File: src/rtl/tick_scheduler.sv
// Base-tick prescaler with four periodic channels feeding a round-robin
// arbitrated single-entry event output (valid/ready).
module tick_scheduler #(
  parameter int unsigned CLK_HZ  = 100000000,
  parameter int unsigned TICK_HZ = 1000
) (
  input  logic        clk,
  input  logic        rst_n,
  input  logic        cfg_we,
  input  logic [1:0]  cfg_ch,
  input  logic [15:0] cfg_period,
  input  logic [3:0]  ch_en,
  output logic        tick,
  output logic        evt_valid,
  output logic [1:0]  evt_ch,
  input  logic        evt_ready,
  output logic [3:0]  pend,
  output logic [3:0]  overrun
);

  localparam int unsigned DIV  = CLK_HZ / TICK_HZ;
  localparam int unsigned PW   = (DIV > 2) ? $clog2(DIV) : 1;
  localparam int unsigned NCH  = 4;
  localparam int unsigned CW   = 16;
  localparam logic [PW-1:0] PMAX = PW'(DIV - 1);

  logic [PW-1:0]         presc_q, presc_d;
  logic                  tick_q;
  logic [NCH-1:0][CW-1:0] period_q, period_d;
  logic [NCH-1:0][CW-1:0] cnt_q, cnt_d;
  logic [NCH-1:0]        pend_q, pend_d;
  logic [NCH-1:0]        ovr_q, ovr_d;
  logic                  valid_q, valid_d;
  logic [1:0]            ch_q, ch_d;
  logic [1:0]            lg_q, lg_d;
  logic [NCH-1:0]        fire_c;
  logic [NCH-1:0]        grant_c;
  logic                  load_c;
  logic [1:0]            sel_c;

  // Prescaler wraps at DIV-1; tick register mirrors "count == DIV-1".
  always_comb begin
    presc_d = (presc_q == PMAX) ? '0 : presc_q + PW'(1);
  end

  // Per-channel period/counter update; a config write overrides any fire.
  always_comb begin
    period_d = period_q;
    cnt_d    = cnt_q;
    fire_c   = '0;
    for (int c = 0; c < NCH; c++) begin
      if (cfg_we && (cfg_ch == 2'(c))) begin
        period_d[c] = cfg_period;
        cnt_d[c]    = (cfg_period == '0) ? '0 : cfg_period - CW'(1);
      end else if (!ch_en[c] || (period_q[c] == '0)) begin
        cnt_d[c] = (period_q[c] == '0) ? '0 : period_q[c] - CW'(1);
      end else if (tick_q) begin
        if (cnt_q[c] == '0) begin
          fire_c[c] = 1'b1;
          cnt_d[c]  = period_q[c] - CW'(1);
        end else begin
          cnt_d[c] = cnt_q[c] - CW'(1);
        end
      end
    end
  end

  // Round-robin pick of the first pending channel after the last grant.
  always_comb begin
    logic       found;
    logic [1:0] idx;
    found = 1'b0;
    idx   = '0;
    sel_c = '0;
    for (int k = 1; k <= NCH; k++) begin
      idx = lg_q + 2'(k);
      if (!found && pend_q[idx]) begin
        found = 1'b1;
        sel_c = idx;
      end
    end
  end

  // Output register load/drain and last-grant tracking.
  always_comb begin
    valid_d = valid_q;
    ch_d    = ch_q;
    lg_d    = lg_q;
    grant_c = '0;
    load_c  = (!valid_q || evt_ready) && (|pend_q);
    if (load_c) begin
      valid_d        = 1'b1;
      ch_d           = sel_c;
      lg_d           = sel_c;
      grant_c[sel_c] = 1'b1;
    end else if (valid_q && evt_ready) begin
      valid_d = 1'b0;
    end
  end

  // Pending/overrun bookkeeping; a grant frees the slot for a same-cycle fire.
  always_comb begin
    pend_d = pend_q & ~grant_c;
    ovr_d  = ovr_q;
    for (int c = 0; c < NCH; c++) begin
      if (fire_c[c]) begin
        if (pend_q[c] && !grant_c[c]) begin
          ovr_d[c] = 1'b1;
        end else begin
          pend_d[c] = 1'b1;
        end
      end
    end
    if (cfg_we) begin
      pend_d[cfg_ch] = 1'b0;
      ovr_d[cfg_ch]  = 1'b0;
    end
  end

  // State registers.
  always_ff @(posedge clk or negedge rst_n) begin
    if (!rst_n) begin
      presc_q  <= '0;
      tick_q   <= 1'b0;
      period_q <= '0;
      cnt_q    <= '0;
      pend_q   <= '0;
      ovr_q    <= '0;
      valid_q  <= 1'b0;
      ch_q     <= '0;
      lg_q     <= 2'd3;
    end else begin
      presc_q  <= presc_d;
      tick_q   <= (presc_d == PMAX);
      period_q <= period_d;
      cnt_q    <= cnt_d;
      pend_q   <= pend_d;
      ovr_q    <= ovr_d;
      valid_q  <= valid_d;
      ch_q     <= ch_d;
      lg_q     <= lg_d;
    end
  end

  assign tick      = tick_q;
  assign evt_valid = valid_q;
  assign evt_ch    = ch_q;
  assign pend      = pend_q;
  assign overrun   = ovr_q;

endmodule

File: config.mk
export PLATFORM = sky130hd
export DESIGN_NAME = tick_scheduler
export DESIGN_NICKNAME = d
export VERILOG_FILES = /design/src/rtl/tick_scheduler.sv
export SDC_FILE = /design/constraint.sdc
export NUM_CORES = 1
export LEC_CHECK = 0
export BUFFER_PORTS_ARGS = -buffer_cell sky130_fd_sc_hd__clkbuf_2
export CAP_MARGIN = 40
export CORE_MARGIN = 10
export CORE_UTILIZATION = 60
export CTS_CLUSTER_DIAMETER = 200
export DETAILED_ROUTE_END_ITERATION = 6
export PLACE_DENSITY_LB_ADDON = 0.1
export SYNTH_ARGS = -nofsm -noshare
export SYNTH_HDL_FRONTEND = slang
export SYNTH_SLANG_ARGS = --single-unit
File: constraint.sdc
create_clock -name clk -period 4.2 [get_ports clk]
set_input_delay 0.21 -clock clk [delete_from_list [all_inputs] [get_ports clk]]
set_output_delay 0.21 -clock clk [all_outputs]
set_load 0.01 [all_outputs]
After elaboration in Yosys (flattened, before gate mapping)
Index checks and enable logic that the tools add are counted.

cells by class
  $add $sub $neg = 13
  magnitude comparators = 8
  equality and inequality tests = 5
  muxes and demuxes = 78
  bitwise logic cells = 5
  reduce and logical (&&, ||, !) cells = 48

operators by type and width
  operator                                                                      count
  16-bit two-way mux                                                            21
  16-bit logical NOT                                                            9
  16-bit by 1-bit subtractor with 16-bit output, second input constant          9
  1-bit two-way mux                                                             43
  17-bit == test, second input constant                                         2
  2-bit by 3-bit less-than comparator with 1-bit output, second input constant  6
  17-bit by 1-bit adder with 17-bit output, second input constant               1
  17-bit two-way mux                                                            1
  1-bit logical AND                                                             15
  4-bit AND                                                                     3
  1-bit logical NOT                                                             12
  4-bit two-way mux                                                             3
  3-bit nonzero test                                                            4
  1-bit binary-select mux with 2-bit select                                     4
  2-bit two-way mux                                                             4
  4-bit inverter                                                                2
  1-bit logical OR                                                              5
  2-bit adder, second input constant                                            2
  1-bit demux with 2-bit select                                                 2
  2-bit == test, second input constant                                          2
  2-bit by 1-bit >= comparator with 1-bit output, second input constant         2
  4-bit OR reduction                                                            1
  2-bit by 1-bit adder with 2-bit output, second input constant                 1
  2-bit by 1-bit == test with 1-bit output, second input constant               1
  other kinds (2)                                                               2

storage, ports and cells
  register bits = 159
  output and inout bits = 12
  word-level logic and storage cells = 172

Logic depth before layout (Yosys ltp)
  word-level depth = 24
  depth in mapped cells = 9
  depth with buffers taken out = 8

Worst setup path before layout
OpenSTA, ideal clock, no wires.

  kind = reg2reg
  start point = register cnt_q[48] in the netlist's numbering
  end point = register cnt_q[49] in the netlist's numbering
  data arrival time = 2.334 ns
  data required time = 4.122 ns
  slack = 1.788 ns
  cell stages (with the launch flop) = 10
  buffers on the path = 1
  clock period less this slack = 2.412 ns
  cell sequence = dfrtp_1 inv_1 ha_1 or4b_2 o41ai_1 buf_2 mux2_2 o22ai_1 nor2_1 a21oi_1

between the ends
  word-level cells in the longest chain between the ends = 5
  elaborated cells between the ends (all ways) = 6

ends and longest elaborated chain
  item                                                                                 RTL line  text
  start: declaration                                                                   30        logic [NCH-1:0][CW-1:0] cnt_q, cnt_d;
  start signal: assignment                                                             136       cnt_q <= cnt_d;
  16-bit by 1-bit subtractor with 16-bit output or 16-bit logical NOT (tied branches)  62, 58
  16-bit two-way mux *                                                                 58        if (cnt_q[c] == '0) begin
  16-bit two-way mux *                                                                 57        end else if (tick_q) begin
  16-bit two-way mux *                                                                 55        end else if (!ch_en[c] || (period_q[c] == '0)) begin
  16-bit two-way mux *                                                                 52        if (cfg_we && (cfg_ch == 2'(c))) begin

Every way passes the cells marked *; elsewhere a longest branch is shown, timed or not. The select of a mux whose other input is x is not followed.
A chain may end at the register's enable or synchronous reset.

Worst setup path after layout
  start point = register cnt_q[7] in the netlist's numbering
  end point = register cnt_q[12] in the netlist's numbering

Same word-level chain as after synthesis.

==> out/summary.txt <==
status = complete, no violations
CTS resizes = 0
max cap viols = 0
Synth Instances = 1274
synthesized area per cell = 8.226 um2
# setup viols final = 0
vias in the first global route = 9505
min cycle time layout = 2.986 ns
Num CTS Buffers = 17
Die Ht = 152.2 um
most common cell after layout, fill and taps aside = nand2_1
clock buffer depth = 2
simple-gate share of the synthesized area = 28.95%
Critical Path Max Stage Delay = 0.88 ns
Worst Skew = 0.008626 ns
core area = 17240 um2
Max Clk Rate = 334.9 MHz
Antenna Diode Count = 0
first-pass GRT wire length = 51.55 mm
DRT Pass-1 Iters = 6
crit-path cells = nor4_2 -> nand2_1 -> o41ai_4 -> buf_4 -> nor2_1 -> a211oi_1 -> a311o_1
routed wire length = 32.09 mm
#FFs+latches synth = 159
most frequent cells in the layout = nand2_1 (279), dfrtp_1 (157), nor2_1 (101)
Setup TNS = 0 ns
Async S/R FF share, synth = 100.0%
Startpoint Class = flip-flop
clock root cell = clkbuf_16
Synth Warn # = 0
main flop type after synthesis = dfrtp_1
Final ANT Viol Nets = 0
Via density = 6.524
critical path class = reg -> reg
hpwl dp = 22.23 mm
Mapped Nets = 1319
CP arrival = 3.36 ns
H-Tree Level Count = 4
DRC errors left = 0
EDFF count, synth = 0
DIE WIDTH = 152.2 um
worst-skew pair later-pin latency = 0.44 ns
HP Class = in -> reg
compound-gate portion of the synthesized area = 16.37%
total gr overflow = 0
CP Capture Type = flip-flop
slowest CP cell = o41ai_4
worst path bufs/invs = 1
Power per Cell Area = 418.7 nW/um2
VDD IR max = 0.3110 mV
Leak = 0.004864 uW
pins over their slew limit = 0
CTS tree = done
Post-Syn Area = 10480 um2
main combinational cell family by area after synthesis = simple AND/OR/NAND/NOR gates
Ports = 38
Synth cell types = 75
worst-margin pin slew = 0.9648 ns
IO buf count = 37
clock sinks = 159
Final period util = 71.09%
Avg WL per Cell = 21.03 um
Final Hold Viols = 0
via count = 9955
Area growth, synth to finish = 9.611%
CP top delay family = compound AO/OA/AOI/OAI gates
gpl congestion = 0.9298
Worst-path clk slew = 0.07 ns
adder-cell area share of the yosys netlist = 2.268%
Post-Synth XOR/XNOR Area = 7.939%
layout cells sized above 1 = 9.070%
RSZ-0062 raised after global routing = no
worst path required time = 4.57 ns
hold slack = 0.01900 ns
die area = 23150 um2
share of the yosys chip area belonging to registers = 37.99%
CP Max Fanout = 14
Initial Util = 60.80%
overall routing resource usage = 27.08%
post-synthesis mux area share = 2.937%
worst rel slew slack = 35.46%
NumNets Final = 1333
initial DRC count = 979
row count = 48
initial antenna violation count = 0
pin count of the biggest net entering global routing = 77
==> synthesized netlist by cell type (all sizes together), types with 10 or more instances <==
library cell | number | area [um2]
nand2 | 279 | 1047
dfrtp | 157 | 3929
nor2 | 101 | 379.1
o21ai | 65 | 325.3
a21oi | 58 | 290.3
xnor2 | 54 | 473.0
clkbuf | 51 | 191.4
xor2 | 41 | 359.1
nor4 | 38 | 289.0
nand3 | 33 | 165.2
nor3 | 30 | 160.2
mux2i | 27 | 270.3
inv | 25 | 93.84
nand4 | 21 | 131.4
ha | 19 | 237.7
o31ai | 18 | 140.1
or3 | 17 | 106.4
o22ai | 16 | 100.1
or4 | 16 | 127.6
buf | 15 | 82.58
nor3b | 15 | 112.6
a31oi | 14 | 87.58
and3 | 10 | 62.56
nor4b | 10 | 87.58
==> registers in the layout, summed over array words and instances, names as in the netlist <==
signal,count
period_q,64
tick,1
evt_valid,1
pend,4
presc_q,17
evt_ch,2
overrun,4
lg_q,2
cnt_q,64
==> logic make-up (layout without fill, tap and decap cells) <==
family	count (synthesis)	count (layout)
buf+inv	92	119
simple gates	619	619
mux	30	30
fa+ha+maj	19	19
compound gates	260	260
flops	159	159
xor+xnor	95	95
==> routing by layer <==
layer  up-vias  share of wire (%)  track usage [%]  wire length, um
met5         -                  0                0                0
met4         0                4.3            11.60             1365
met3       103                7.7            5.984             2481
met2       485                 46            42.29            14650
met1      4756                 42            35.42            13590
li1       4611                  -                -                -
==> through the flow <==
stage | power, uW | utilization [%] | setup WS [ns] | std cells | instance area, um2
after floorplan | 2880 | - | 1.788 | 1274 | 10480
after global placement | 3214 | 62.79 | 1.434 | 1486 | 10820
after detailed placement | 3256 | 63.23 | 1.321 | 1493 | 10900
after CTS | 4786 | 66.64 | 1.236 | 1526 | 11490
after global routing | 5045 | 66.64 | 0.9715 | 1526 | 11490
final | 4810 | 66.64 | 1.214 | 1526 | 11490
==> where the power goes <==
part           leakage [uW]  switching (uW)  internal [uW]
registers           0.00198             342           1770
clock network      0.000268             666            867
logic               0.00262             684            486
total               0.00486            1690           3120
==> path summary, 6_finish.rpt <==
| check | from | endpoint | slack (ns) | cells after the start |
|---|---|---|---|---|
| max in group asynchronous | rst_n | presc_q[4] | 3.24 | 3 |
| min in group asynchronous | rst_n | cnt_q[48] | 0.20 | 2 |
| hold reg to reg | evt_ch[1] | evt_ch[1] | 0.48 | 2 |
| setup reg to reg | cnt_q[7] | cnt_q[12] | 1.21 | 7 |
| setup / recovery | cnt_q[7] | cnt_q[12] | 1.21 | 7 |
| hold / removal | evt_ready | evt_valid | 0.02 | 4 |
==> what timing repair did <==
item | in CTS | in global routing
buffers inserted | 0 | 0
setup endpoints to repair | 0 | 0
hold buffers | 1 | 0
hold endpoints to repair | 22 | 0
==> worst min-delay path: stages <==
cell	delay, ns
clkbuf_2	0.07
inv_1	0.05
nand2_1	0.05
nand2_1	0.04
==> final cells by class <==
cell class | instances | area (um2)
Fill cell | 1479 | 5749
Clock inverter | 11 | 107.6
Timing Repair Buffer | 61 | 397.9
Clock buffer | 21 | 470.5
Inverter | 26 | 97.59
Tap cell | 225 | 281.5
Multi-Input combinational cell | 1023 | 6151
Sequential cell | 159 | 3981
No activity file was read; power rests on OpenSTA's default activity.
